[src/rtl/cpu_types_pkg.sv]
// Shared types for the memory arbiter: RAM handshake states, arbiter FSM states, word type.
// Latency: none (types only).
// Backpressure: none (types only).
package cpu_types_pkg;

    // RAM-side status as reported on ramstate
    typedef enum logic [1:0] {
        FREE   = 2'd0,
        BUSY   = 2'd1,
        ACCESS = 2'd2,
        ERROR  = 2'd3
    } ramstate_t;

    typedef logic [31:0] word_t;

    // Arbiter FSM states
    typedef enum logic [2:0] {
        IDLE  = 3'd0,
        DATA  = 3'd1,
        INSTR = 3'd2,
        RESP  = 3'd3,
        ERR   = 3'd4
    } arb_state_t;

    localparam int TIMER_W = 8;

endpackage

[src/rtl/memory_arbiter_access_timer.sv]
// Wait counter for one RAM access: clear / increment / saturate at 255, compared against TIMEOUT.
// Latency: count updates on the clock edge; expire is decoded from the registered count.
// Backpressure: none; the owner decides when to clear and increment.
// Ports: CLK, nRst (async active-low), clr, inc in; expire out (count has reached TIMEOUT-1,
//        i.e. the current cycle is the TIMEOUT-th consecutive cycle in the access state).
module access_timer
    import cpu_types_pkg::*;
#(
    parameter int TIMEOUT = 255
) (
    input  logic CLK,
    input  logic nRst,
    input  logic clr,
    input  logic inc,
    output logic expire
);

    localparam logic [TIMER_W-1:0] LAST = TIMER_W'(TIMEOUT - 1);
    localparam logic [TIMER_W-1:0] MAXV = '1;

    logic [TIMER_W-1:0] count;

    always_ff @(posedge CLK or negedge nRst) begin
        if (!nRst) begin
            count <= '0;
        end else if (clr) begin
            count <= '0;
        end else if (inc && (count != MAXV)) begin
            count <= count + 1'b1;
        end
    end

    // count is 0 in the first access cycle, so count == TIMEOUT-1 marks the
    // TIMEOUT-th waiting cycle; the FSM leaves on the edge that ends it.
    assign expire = (count >= LAST);

endmodule

[src/rtl/memory_arbiter.sv]
// Single-port RAM arbiter: serialises data and instruction accesses, data has priority at IDLE.
// Latency: request in IDLE cycle 0 -> RAM enables in cycle 1 -> hit pulse in cycle 2 (+1 per non-ACCESS cycle).
// Backpressure: requests are only sampled in IDLE; a sticky error (RAM ERROR or timeout) halts until nRst.
// Ports: CLK, nRst; iREN/iaddr -> iload/ihit; dREN/dWEN/daddr/dstore -> dload/dhit;
//        ramREN/ramWEN/ramaddr/ramstore -> RAM, ramload/ramstate <- RAM; err sticky error flag.
module memory_arbiter
    import cpu_types_pkg::*;
#(
    parameter int WORD_W  = 32,
    parameter int ADDR_W  = 32,
    parameter int TIMEOUT = 255
) (
    input  logic              CLK,
    input  logic              nRst,
    input  logic              iREN,
    input  logic [ADDR_W-1:0] iaddr,
    output logic [WORD_W-1:0] iload,
    output logic              ihit,
    input  logic              dREN,
    input  logic              dWEN,
    input  logic [ADDR_W-1:0] daddr,
    input  logic [WORD_W-1:0] dstore,
    output logic [WORD_W-1:0] dload,
    output logic              dhit,
    output logic              ramREN,
    output logic              ramWEN,
    output logic [ADDR_W-1:0] ramaddr,
    output logic [WORD_W-1:0] ramstore,
    input  logic [WORD_W-1:0] ramload,
    input  logic [1:0]        ramstate,
    output logic              err
);

    arb_state_t  state_q, state_d;
    ramstate_t   rs;

    logic [ADDR_W-1:0] addr_q;
    logic [WORD_W-1:0] store_q;
    logic              wr_q;      // latched access is a write
    logic              tgt_i_q;   // latched access belongs to the instruction side
    logic [WORD_W-1:0] iload_q;
    logic [WORD_W-1:0] dload_q;

    logic in_access;
    logic dreq;
    logic expire;

    assign rs        = ramstate_t'(ramstate);
    assign in_access = (state_q == DATA) || (state_q == INSTR);
    assign dreq      = dREN | dWEN;

    access_timer #(
        .TIMEOUT (TIMEOUT)
    ) u_timer (
        .CLK    (CLK),
        .nRst   (nRst),
        .clr    (!in_access),
        .inc    (in_access),
        .expire (expire)
    );

    // ---------------- state register ----------------
    always_ff @(posedge CLK or negedge nRst) begin
        if (!nRst) begin
            state_q <= IDLE;
        end else begin
            state_q <= state_d;
        end
    end

    // ---------------- next state ----------------
    always_comb begin
        state_d = state_q;
        case (state_q)
            IDLE: begin
                if (dreq) begin
                    state_d = DATA;
                end else if (iREN) begin
                    state_d = INSTR;
                end
            end
            DATA, INSTR: begin
                // ACCESS wins over a simultaneous timeout: the data did arrive.
                if (rs == ACCESS) begin
                    state_d = RESP;
                end else if ((rs == ERROR) || expire) begin
                    state_d = ERR;
                end
            end
            RESP:    state_d = IDLE;
            ERR:     state_d = ERR;
            default: state_d = IDLE;
        endcase
    end

    // ---------------- request latch and load capture ----------------
    always_ff @(posedge CLK or negedge nRst) begin
        if (!nRst) begin
            addr_q  <= '0;
            store_q <= '0;
            wr_q    <= 1'b0;
            tgt_i_q <= 1'b0;
            iload_q <= '0;
            dload_q <= '0;
        end else begin
            // Inputs are only looked at when leaving IDLE; the RAM side is then
            // driven purely from these registers so mid-access input changes are ignored.
            if ((state_q == IDLE) && (state_d != IDLE)) begin
                addr_q  <= dreq ? daddr : iaddr;
                store_q <= dreq ? dstore : '0;
                wr_q    <= dWEN;          // dREN+dWEN together is a write
                tgt_i_q <= !dreq;
            end
            if (in_access && (rs == ACCESS)) begin
                if (tgt_i_q) begin
                    iload_q <= ramload;
                end else if (!wr_q) begin
                    dload_q <= ramload;
                end
            end
        end
    end

    // ---------------- outputs: decoded from state and latched registers ----------------
    assign ramREN   = (state_q == INSTR) || ((state_q == DATA) && !wr_q);
    assign ramWEN   = (state_q == DATA) && wr_q;
    assign ramaddr  = addr_q;
    assign ramstore = store_q;
    assign ihit     = (state_q == RESP) && tgt_i_q;
    assign dhit     = (state_q == RESP) && !tgt_i_q;
    assign err      = (state_q == ERR);
    assign iload    = iload_q;
    assign dload    = dload_q;

endmodule
[config.mk]
export PLATFORM = sky130hd
export DESIGN_NAME = memory_arbiter
export DESIGN_NICKNAME = d
export VERILOG_FILES = /design/src/rtl/cpu_types_pkg.sv /design/src/rtl/memory_arbiter_access_timer.sv /design/src/rtl/memory_arbiter.sv
export SDC_FILE = /design/constraint.sdc
export NUM_CORES = 1
export LEC_CHECK = 0
export CAP_MARGIN = 40
export CORE_UTILIZATION = 39
export CTS_BUF_LIST = sky130_fd_sc_hd__clkbuf_8
export DETAILED_ROUTE_END_ITERATION = 10
export PLACE_DENSITY_LB_ADDON = 0.08
export SLEW_MARGIN = 30
export SYNTH_ARGS = -nofsm -noshare
export SYNTH_HDL_FRONTEND = slang
export SYNTH_SLANG_ARGS = --single-unit
[constraint.sdc]
create_clock -name CLK -period 2.1 [get_ports CLK]
set_input_delay 0.42 -clock CLK [delete_from_list [all_inputs] [get_ports CLK]]
set_output_delay 0.42 -clock CLK [all_outputs]
set_load 0.02 [all_outputs]
==> results of run 1 <==
==> final timing paths <==
kind	start	to	cells past startpoint
setup / recovery	state_q[1]$_DFF_PN0_	ramaddr[9]$_DFFE_PN0P_	8
min in group CLK	ramstore[18]$_DFFE_PN0P_	ramstore[18]$_DFFE_PN0P_	1
hold reg to reg	ramstore[18]$_DFFE_PN0P_	ramstore[18]$_DFFE_PN0P_	1
setup reg to reg	state_q[1]$_DFF_PN0_	ramaddr[9]$_DFFE_PN0P_	8
hold / removal	nRst	dload[21]$_DFFE_PN0P_	2
max in group asynchronous	nRst	u_timer.count[7]$_DFFE_PN0P_	3
==> power breakdown <==
part	switching [W]	total, W	internal (W)
clock	0.00107	0.00195	0.000878
sequential	0.000724	0.00475	0.00403
combinational	0.00369	0.00827	0.00458
total	0.00548	0.0150	0.00949
==> critical path, delay by kind of cell, from the launching register on <==
family	cells	cell delay [ns]
AO/OA/AOI/OAI	2	0.39
AND/OR/NAND/NOR	1	0.13
multiplexers	1	0.35
XOR/XNOR	1	0.18
flip-flops	1	0.41
buffers and inverters	3	0.51
==> cell usage after synthesis (all sizes together) <==
cell type | n | area, um2
xnor2 | 1 | 8.76
a22o | 32 | 280
nand4 | 4 | 25.0
or2b | 1 | 7.51
nand2 | 3 | 11.3
a21oi | 2 | 10.0
buf | 12 | 124
ha | 2 | 25.0
nor3b | 1 | 7.51
nor2b | 1 | 6.26
or3 | 1 | 6.26
or2 | 2 | 15.0
o311ai | 2 | 42.6
o211ai | 1 | 7.51
nand3 | 4 | 25.0
clkbuf | 12 | 45.0
a211oi | 2 | 15.0
inv | 2 | 7.51
dfrtp | 141 | 3530
xor2 | 3 | 26.3
mux2 | 129 | 1590
and2b | 1 | 8.76
and2 | 2 | 12.5
nor2 | 11 | 43.8
a21bo | 1 | 10.0
o21ai | 4 | 23.8
nor3 | 3 | 20.0
a31oi | 3 | 18.8
and4 | 1 | 8.76
o21bai | 2 | 15.0
nand2b | 2 | 12.5
and3 | 2 | 12.5
==> cells by family (layout without fill, tap and decap cells) <==
family,after synthesis,in the layout
flip-flops,141,141
adder cells (fa/ha/maj),2,2
AND/OR/NAND/NOR,39,39
multiplexers,129,129
buffers and inverters,26,330
XOR/XNOR,4,4
AO/OA/AOI/OAI,49,49
==> sequential cells by signal, indices dropped and copies added, names as in the netlist <==
name           flops
dload             32
tgt_i_q            1
iload             32
state_q            3
ramaddr           32
u_timer.count      8
ramstore          32
wr_q               1
==> metrics by stage <==
stage	cell area [um2]	setup TNS, ns	utilization
6_report	9510	-0.0337	0.645
3_3_place_gp	9020	-13.06	0.612
5_1_grt	9510	-5.30	0.645
3_5_place_dp	9020	-15.53	0.612
4_1_cts	9380	-0.160	0.636
2_1_floorplan	6000	0	-
==> metal layers <==
layer | share of wire | up-vias | track usage
li1 | - | 2007 | -
met1 | 0.40 | 2162 | 0.238
met2 | 0.52 | 173 | 0.362
met3 | 0.065 | 16 | 0.0735
met4 | 0.017 | 0 | 0.0673
met5 | 0 | - | 0
==> layout make-up <==
class                           count  area, um2  area share
Inverter                            2       7.51    0.000789
Timing Repair Buffer              296       3010       0.316
Sequential cell                   141       3530       0.371
Clock inverter                     13       92.6     0.00973
Clock buffer                       19        262      0.0275
Tap cell                          184        230      0.0242
Multi-Input combinational cell    223       2380       0.251
==> what timing repair did <==
item                                    4_1_cts  5_1_grt
endpoints found under the setup margin       34       96
hold buffers                                  1        0
resized for setup                            18       20
gates cloned                                  0        3
setup buffers                                 0        2
pin swaps                                     2        0
hold endpoints to repair                     46        0
==> results by group, run 1 <==
Worst setup path
  • Slowest cell delay on critical path: 0.41 ns
  • Crit-path max FO: 16
  • Crit start category: flop
  • Req. time, crit path: 2.43 ns
  • Top cell by count, worst path: buf_4
  • Setup crit end kind: flop
  • CP max stage cell: dfrtp_1
  • Cell Chain, Critical Path: buf_4 > xor2_2 > nand3_2 > buf_4 > o311ai_4 > o21ai_4 > buf_12 > mux2_2
  • Crit path kind: flop to flop
  • Crit path DAT: 2.44 ns
  • Worst R2R Setup Slack: -0.01 ns

STA
  • Final setup margin: -0.00971 ns
  • Final Critical Period: 2.11 ns
  • RSZ-0062 raised after global routing: yes
  • Worst rel slew slack: 0.690
  • Final period util: 1.00
  • Tightest Pin Transition: 0.466 ns
  • Final Hold Fails: 0
  • Final setup viols: 5
  • Hold Slack: 0.485 ns
  • Clock skew: 0.0108 ns
  • Max Fclk: 474 MHz
  • Pins Over Slew Limit: 0

Run status
  • Failing checks: negative setup slack
  • Outcome: finished with violations

Place
  • Detailed Place HPWL: 11,600 um
  • RePlAce Congestion: 0.742
  • Placed cell count: 840
  • Port-buffer cells: 267
  • Place WS: -0.207 ns

Die
  • Total core area: 14,800 um2
  • Initial Util: 0.407
  • Die ar.: 15,900 um2
  • I/O pins: 268
  • Horiz. Die Dim: 126 um
  • Num rows: 44
  • Die H: 126 um

Detailed routing
  • Final WL: 16,300 um
  • TritonRoute pass-1 iters: 4
  • Via density: 4.96
  • Routed vias: 4,358
  • WL/cell: 18.6 um
  • Antenna viol nets, final: 0
  • Post-route DRC: 0
  • Initial DRC Count: 186

Logic synthesis
  • Post-synth cell types: 42
  • Mapped Avg Cell Area: 15.4 um2
  • Post-Synth Simple-Gate Area: 0.0371
  • Syn nets: 527
  • Largest family of logic cells by synthesized area: multiplexers
  • XOR/XNOR share of the synthesized area: 0.00584
  • Post-synthesis mux area share: 0.265
  • Synthesized cell area: 6000 um2
  • Seq/Total Area, Yosys: 0.588
  • YS warnings: 0
  • Yosys reg bits: 141
  • Gate Count Post-Synth: 390
  • Synth Area in Adders: 0.00417
  • Post-synthesis compound-gate area fraction: 0.0705

Finish
  • # nets final: 818
  • Share of layout cells above drive strength 1: 0.304
  • Commonest cells after routing, fill and taps aside: clkdlybuf4s50_1 (261), dfrtp_1 (141), mux2_2 (81), mux2_4 (48), a22o_1 (32)
  • Most common cell after layout, fill and taps aside: clkdlybuf4s50_1
  • Area grow syn2layout: 58.5%
  • Inserted Diodes: 0
  • Non-Filler Instances: 878
  • # fillers: 1,134

Global routing
  • Total grt overflow: 0
  • Vias in the first global route: 4,632
  • Number of antenna violations at the first check in global routing: 0
  • Global-route wire length before repair: 25,200 um
  • Tot GR Track Use: 0.208
  • Largest net degree at the start of global routing: 54

Clock tree
  • Worst skew pair latency: 0.44 ns
  • H-tree levels: 4
  • CTS Sinks: 141
  • TritonCTS buffer count: 17
  • Clock tree from TritonCTS: done
  • CTS Root Cell: clkbuf_8
  • Clk slew on worst S/H paths: 0.08 ns
  • CTS max path bufs: 2

Min path
  • Worst hold path class: input port to async pin

Power and ir drop
  • Design Power: 0.0150 W
  • Pleak: 4.26 nW
  • Maximum vdd drop: 880 uV
  • Power per cell area: 1570 nW/um2

Run
  • Max Cap Viol: 0
(Power assumes the default switching activity.)
==> inputs of run 2 (changes only) <==
HOLD_SLACK_MARGIN = 0.02   (was unset)
RECOVER_POWER = 25   (was unset)
==> run 2 against run 1 <==
- the flow still finishes with violations (negative setup slack)
- routed wire length fell by 0.12%
- critical path type unchanged
- via count is 0.14% lower
- setup slack barely moved
- sequential share of layout area rose by 0.059 points
- flip-flop and latch count did not move
- global-route usage did not move
- core utilization is 0.10 points lower
- first-iteration DRC count shrank 11%
- non-clock buffer count stayed put
- critical endpoint unchanged
- critical path depth did not move
- highest routed layer unchanged
- die area is the same
==> results by group, run 2 (synthesis gave the netlist of run 1 again) <==
Place
  • Detailed Place HPWL: 11,600 um (unchanged)
  • Area after DPL: 9020 um2 (unchanged)
  • Place WS: -0.207 ns (unchanged)
  • RePlAce Congestion: 0.742 (unchanged)
  • Port-buffer cells: 267 (unchanged)

Global routing
  • Met2 capacity usage during global routing: 0.362 (unchanged)
  • Total grt overflow: 0 (unchanged)
  • Gr busiest metal: met2
  • Largest net degree at the start of global routing: 54 (unchanged)
  • Global-route wire length before repair: 25,200 um (unchanged)
  • Grt met1 use: 0.238 (unchanged)
  • Vias in the first global route: 4,632 (unchanged)
  • Tot GR Track Use: 0.208 (unchanged)
  • Number of antenna violations at the first check in global routing: 0 (unchanged)
  • GR met3 Demand/Resource: 0.0735 (unchanged)

Power and ir drop
  • Power per cell area: 1580 nW/um2 (+0.14%)
  • Sw Ratio: 0.366 (about the same)
  • Internal: 0.00949 W (about the same)
  • Net switching power: 0.00548 W (about the same)
  • Comb pwr share: 0.552 (about the same)
  • Sequential Power Share: 0.317 (about the same)
  • Maximum vdd drop: 880 uV (about the same)
  • Pleak: 4.25 nW (-0.12%)
  • Fraction of power consumed by the clock network: 0.130 (about the same)

STA
  • Final Critical Period: 2.11 ns (+0.000172 ns)
  • Clock skew: 0.0108 ns (-0.0000324 ns)
  • Final period util: 1.00 (about the same)
  • Max Fclk: 474 MHz (about the same)
  • Final setup margin: -0.00989 ns (-0.000172 ns)
  • RSZ-0062 raised after global routing: yes
  • Final Hold Fails: 0 (unchanged)
  • Tightest Pin Transition: 1.21 ns (+0.746 ns)
  • Worst rel slew slack: 0.192 (-0.498)
  • Final setup viols: 5 (unchanged)
  • Pins Over Slew Limit: 0 (unchanged)

Clock tree
  • Worst skew pair latency: 0.44 ns (about the same)
  • H-tree levels: 4 (unchanged)
  • Clock tree from TritonCTS: done
  • CTS max path bufs: 2 (unchanged)
  • TritonCTS buffer count: 17 (unchanged)
  • Clk slew on worst S/H paths: 0.08 ns (about the same)
  • CTS Root Cell: clkbuf_8
  • CTS Sinks: 141 (unchanged)

Worst setup path
  • CP max stage cell: dfrtp_1
  • Worst Setup SP: state_q[1]$_DFF_PN0_
  • Worst R2R Start: state_q[1]$_DFF_PN0_
  • Reg-to-Reg End: ramaddr[9]$_DFFE_PN0P_
  • Req. time, crit path: 2.43 ns (about the same)
  • R2r worst-path depth: 8 (unchanged)
  • Crit-path max FO: 16 (unchanged)
  • Setup crit end kind: flop
  • Cell Chain, Critical Path: buf_4 > xor2_2 > nand3_2 > buf_4 > o311ai_4 > o21ai_4 > buf_12 > mux2_2
  • Crit path kind: flop to flop
  • Crit path DAT: 2.44 ns (about the same)
  • Crit start category: flop
  • Top cell by count, worst path: buf_4
  • Worst R2R Setup Slack: -0.01 ns (about the same)
  • Setup crit end: ramaddr[9]$_DFFE_PN0P_
  • Slowest cell delay on critical path: 0.41 ns (about the same)

Detailed routing
  • Initial DRC Count: 165 (-11%)
  • Routed vias: 4,352 (-0.14%)
  • Post-route DRC: 0 (unchanged)
  • WL/cell: 18.5 um (-0.12%)
  • TritonRoute pass-1 iters: 4 (unchanged)
  • Antenna viol nets, final: 0 (unchanged)
  • Via density: 4.96 (-0.14%)
  • Final WL: 16,300 um (-0.12%)

Finish
  • Area grow syn2layout: 58.3%
  • Share of layout cells above drive strength 1: 0.304 (unchanged)
  • # fillers: 1,136 (+0.18%)
  • # nets final: 818 (unchanged)
  • Commonest cells after routing, fill and taps aside: clkdlybuf4s50_1 (261), dfrtp_1 (141), mux2_2 (81), mux2_4 (48), a22o_1 (32)
  • Multi-input gate area: 2380 um2 (unchanged)
  • Most common cell after layout, fill and taps aside: clkdlybuf4s50_1
  • Post-route cell area: 9500 um2 (-0.16%)
  • Inserted Diodes: 0 (unchanged)
  • Sequential Area: 3530 um2 (unchanged)

Die
  • Die ar.: 15,900 um2 (unchanged)
  • I/O pins: 268 (unchanged)
  • Total core area: 14,800 um2 (unchanged)
  • Horiz. Die Dim: 126 um (unchanged)
  • Num rows: 44 (unchanged)
  • Die H: 126 um (unchanged)
  • Initial Util: 0.407 (unchanged)

Run status
  • Failing checks: negative setup slack
  • Outcome: finished with violations

Run
  • Max Cap Viol: 0 (unchanged)

Min path
  • Worst hold path class: flop to flop
-- run 2: layer usage --
metal | share of wire | vias to the layer above | wire length, um
met4 | 0.017 | 0 | 271
met3 | 0.067 | 16 | 1090
met1 | 0.39 | 2152 | 6420
met2 | 0.52 | 178 | 8500
li1 | - | 2006 | -
met5 | 0 | - | 0
-- run 2: timing repair --
| action | in CTS | in global routing |
|---|---|---|
| pin swaps | 2 | 0 |
| hold endpoints to repair | 46 | 0 |
| buffers inserted | 0 | 2 |
| gates cloned | 0 | 3 |
| resized for setup | 18 | 20 |
| setup endpoints to repair | 34 | 96 |
| hold buffers | 1 | 0 |
-- run 2: worst min path at each step --
stage                                         from                       end  slack (ns)  depth (start not counted)
after detailed placement                      nRst     dload[21]$_DFFE_PN0P_        0.39                          1
after global placement                        nRst     dload[21]$_DFFE_PN0P_        0.39                          1
after floorplan                               nRst      dload[0]$_DFFE_PN0P_        0.12                          0
final                     ramstore[13]$_DFFE_PN0P_  ramstore[13]$_DFFE_PN0P_        0.50                          1
after global routing       ramstore[7]$_DFFE_PN0P_   ramstore[7]$_DFFE_PN0P_        0.52                          1
after CTS                                     nRst     dload[21]$_DFFE_PN0P_        0.48                          2
-- run 2: cell type report --
type | instances | share of cell area
timing repair buffer | 296 | 0.315
tap | 184 | 0.0242
clock inverter | 13 | 0.00975
sequential | 141 | 0.371
clock buffer | 19 | 0.0275
inverter | 2 | 0.000790
multi-input combinational | 223 | 0.251
-- run 2: worst max-delay path, delay by kind of cell, from the launching register on --
family	cells	cell delay, ns
AOI/OAI and AO/OA	2	0.39
muxes	1	0.35
buffers and inverters	3	0.51
DFF	1	0.41
and+or+nand+nor	1	0.13
xor gates and xnor gates	1	0.18
-- run 2: power by group through the flow --
stage | Combinational, W | Sequential, W | Clock [W]
after floorplan | 0.00280 | 0.00623 | 0
after global placement | 0.00783 | 0.00473 | 0
after detailed placement | 0.00796 | 0.00479 | 0
after CTS | 0.00801 | 0.00474 | 0.00202
after global routing | 0.00871 | 0.00491 | 0.00215
final | 0.00827 | 0.00475 | 0.00195
-- run 2: metrics by stage --
| step | cells | TNS [ns] | utilization | power, W | hold WS, ns |
|---|---|---|---|---|---|
| 3_5_place_dp | 840 | -15.53 | 0.612 | 0.0128 | 0.389 |
| 6_report | 878 | -0.0345 | 0.644 | 0.0150 | 0.503 |
| 2_1_floorplan | 390 | 0 | - | 0.00903 | 0.124 |
| 3_3_place_gp | 840 | -13.06 | 0.612 | 0.0126 | 0.389 |
| 4_1_cts | 873 | -0.160 | 0.636 | 0.0148 | 0.477 |
| 5_1_grt | 878 | -5.30 | 0.644 | 0.0158 | 0.521 |
==> RTL change (config.mk and constraints of run 2) <==
Make the reset (`nRst`) synchronous in 3 clocked blocks. Comments in the files are not updated.
--- a/src/rtl/memory_arbiter_access_timer.sv
+++ b/src/rtl/memory_arbiter_access_timer.sv
@@ -20,7 +20,7 @@
 
     logic [TIMER_W-1:0] count;
 
-    always_ff @(posedge CLK or negedge nRst) begin
+    always_ff @(posedge CLK) begin
         if (!nRst) begin
             count <= '0;
         end else if (clr) begin
--- a/src/rtl/memory_arbiter.sv
+++ b/src/rtl/memory_arbiter.sv
@@ -60,7 +60,7 @@
     );
 
     // ---------------- state register ----------------
-    always_ff @(posedge CLK or negedge nRst) begin
+    always_ff @(posedge CLK) begin
         if (!nRst) begin
             state_q <= IDLE;
         end else begin
@@ -94,7 +94,7 @@
     end
 
     // ---------------- request latch and load capture ----------------
-    always_ff @(posedge CLK or negedge nRst) begin
+    always_ff @(posedge CLK) begin
         if (!nRst) begin
             addr_q  <= '0;
             store_q <= '0;
Behaviour: differs if nRst is asserted again (counterexample within 4 cycles, from zero or initial values and one cycle with nRst low); with nRst held inactive, the same outputs for 4 cycles.
==> RTL change against run 2 <==
- routed wire length is 7.4% higher
- setup slack improved by 150 ps
- synthesized cell count is 63% higher
- area after synthesis is 8.7% lower
- sequential cell count unchanged
- final area down 7.9%
Power is not compared: it rests on default switching activity, and its combinational part moved more than twofold at a synthesized area within 25%.
==> RTL change: results (changes against run 2) <==
crit path max fanout -> 10 (was 16)
Synth top cells by count -> dfxtp_1, nand2_1, o21ai_0, nand3_1, nor2_1 (was dfrtp_1, mux2_2, mux2_4, a22o_1, clkbuf_1)
R2R setup slack -> 170 ps (was -10 ps)
grt met1 use -> 0.2711 (was 0.2377)
drt first pass iters -> 4 (unchanged)
dpl ws -> 2.084 ps (was -206.6 ps)
post-CTS setup buffers -> 0 (unchanged)
DR vias/cell -> 5.160 (was 4.957)
Hold Path Class -> register to register (unchanged)
clock latency on the worst-skew pair -> 440 ps (about the same)
Slew @ Worst Pin -> 703.3 ps (was 1212 ps)
layout cells sized above 1 -> 0.07263 (was 0.3040)
gpl congestion -> 0.8357 (was 0.7420)
Total Routing Usage GR -> 0.2399 (was 0.2078)
clock skew -> 11.28 ps (was 10.78 ps)
syn_area_per_cell -> 8.648 um2 (was 15.39 um2)
post-synth net total -> 771 (was 527)
synth top area cells -> dfxtp_1, o21ai_0, nand2_1 (was dfrtp_1, mux2_2, mux2_4)
Initial DRC Count -> 385 (was 165)
fin nets -> 1020 (was 818)
routing usage on met3 -> 0.07972 (was 0.07349)
worst-path cell with the longest stage delay -> dlygate4sd2_1 (was dfrtp_1)
largest net degree at the start of global routing -> 132 (was 54)
worst path arrival time -> 1540 ps (was 2440 ps)
Total Wirelength -> 17480 um (was 16280 um)
first-pass GRT wire length -> 27230 um (was 25230 um)
initial antenna violation count -> 1 (was 0)
number of gates resized after cts -> 13 (was 18)
max incr delay on CP -> 380 ps (was 410 ps)
Seq/Total Area, Yosys -> 0.5148 (was 0.5879)
status -> finished clean (was complete, but fails checks)
Post-synth ARST share -> 0 (was 1.000)
non-filler cells in the finished layout -> 1072 (was 878)
Top Metal Used -> met4 (unchanged)
reg2reg path depth -> 6 (was 8)
met2 GRT Util -> 0.4019 (was 0.3617)
Fillers -> 1137 (was 1136)
count of input and output buffers -> 267 (unchanged)
Detailed Place HPWL -> 12440 um (was 11580 um)
cts bufs inserted -> 17 (unchanged)
Worst-path clk slew -> 80 ps (about the same)
met3 wire length -> 1285 um (was 1090 um)
vias in the first global route -> 5414 (was 4632)
met2 routed WL -> 8601 um (was 8499 um)
Seq power -> 3.04 mW
WHS Path Cells -> 2 (was 1)
Synth cell types -> 44 (was 42)
Final Cycle Share -> 0.9332 (was 1.005)
M1 WL -> 7075 um (was 6418 um)
RTL change: cell count changes after synthesis, moves of 64 or more:
| cell | delta |
|---|---|
| o21ai_0 | +88 |
| dfxtp_1 | +141 |
| mux2_2 | -92 |
| nand3_1 | +64 |
| nand2_1 | +99 |
| dfrtp_1 | -141 |
RTL change: worst paths after layout:
kind                          start                        to
max           state_q[1]$_SDFF_PN0_                       err
min          dload[24]$_SDFFE_PN0P_    dload[24]$_SDFFE_PN0P_
max reg2reg   state_q[2]$_SDFF_PN0_  ramaddr[11]$_SDFFE_PN0P_
min reg2reg  dload[24]$_SDFFE_PN0P_    dload[24]$_SDFFE_PN0P_
RTL change: cell type report:
| type | count | area (um2) | share of cell area |
|---|---|---|---|
| clock inverters | 13 | 165.2 | 0.01889 |
| flip-flops and latches | 141 | 2823 | 0.3228 |
| clock buffers | 18 | 247.7 | 0.02833 |
| repair buffers | 288 | 2879 | 0.3292 |
| inverters | 4 | 15.01 | 0.001717 |
| well taps | 176 | 220.2 | 0.02518 |
| multi-input cells | 431 | 2392 | 0.2736 |
| diodes | 1 | 2.502 | 0.0002862 |
RTL change: kinds of logic after synthesis:
| group | synth area share |
|---|---|
| AOI/OAI and AO/OA | 0.2186 |
| xor gates and xnor gates | 0.006163 |
| adders and majority gates | 0.004563 |
| buffers and inverters | 0.04952 |
| DFF | 0.5148 |
| muxes | 0.001826 |
| and+or+nand+nor | 0.2045 |
RTL change: per-stage QoR:
stage          hold slack (ps)  power, mW  cell area (um2)
2_1_floorplan            485.9      3.994             5483
3_3_place_gp             436.8      4.889             8371
3_5_place_dp             442.1      4.930             8371
4_1_cts                  457.9      7.188             8781
5_1_grt                  477.2      7.443             8745
6_report                 455.2      7.110             8745
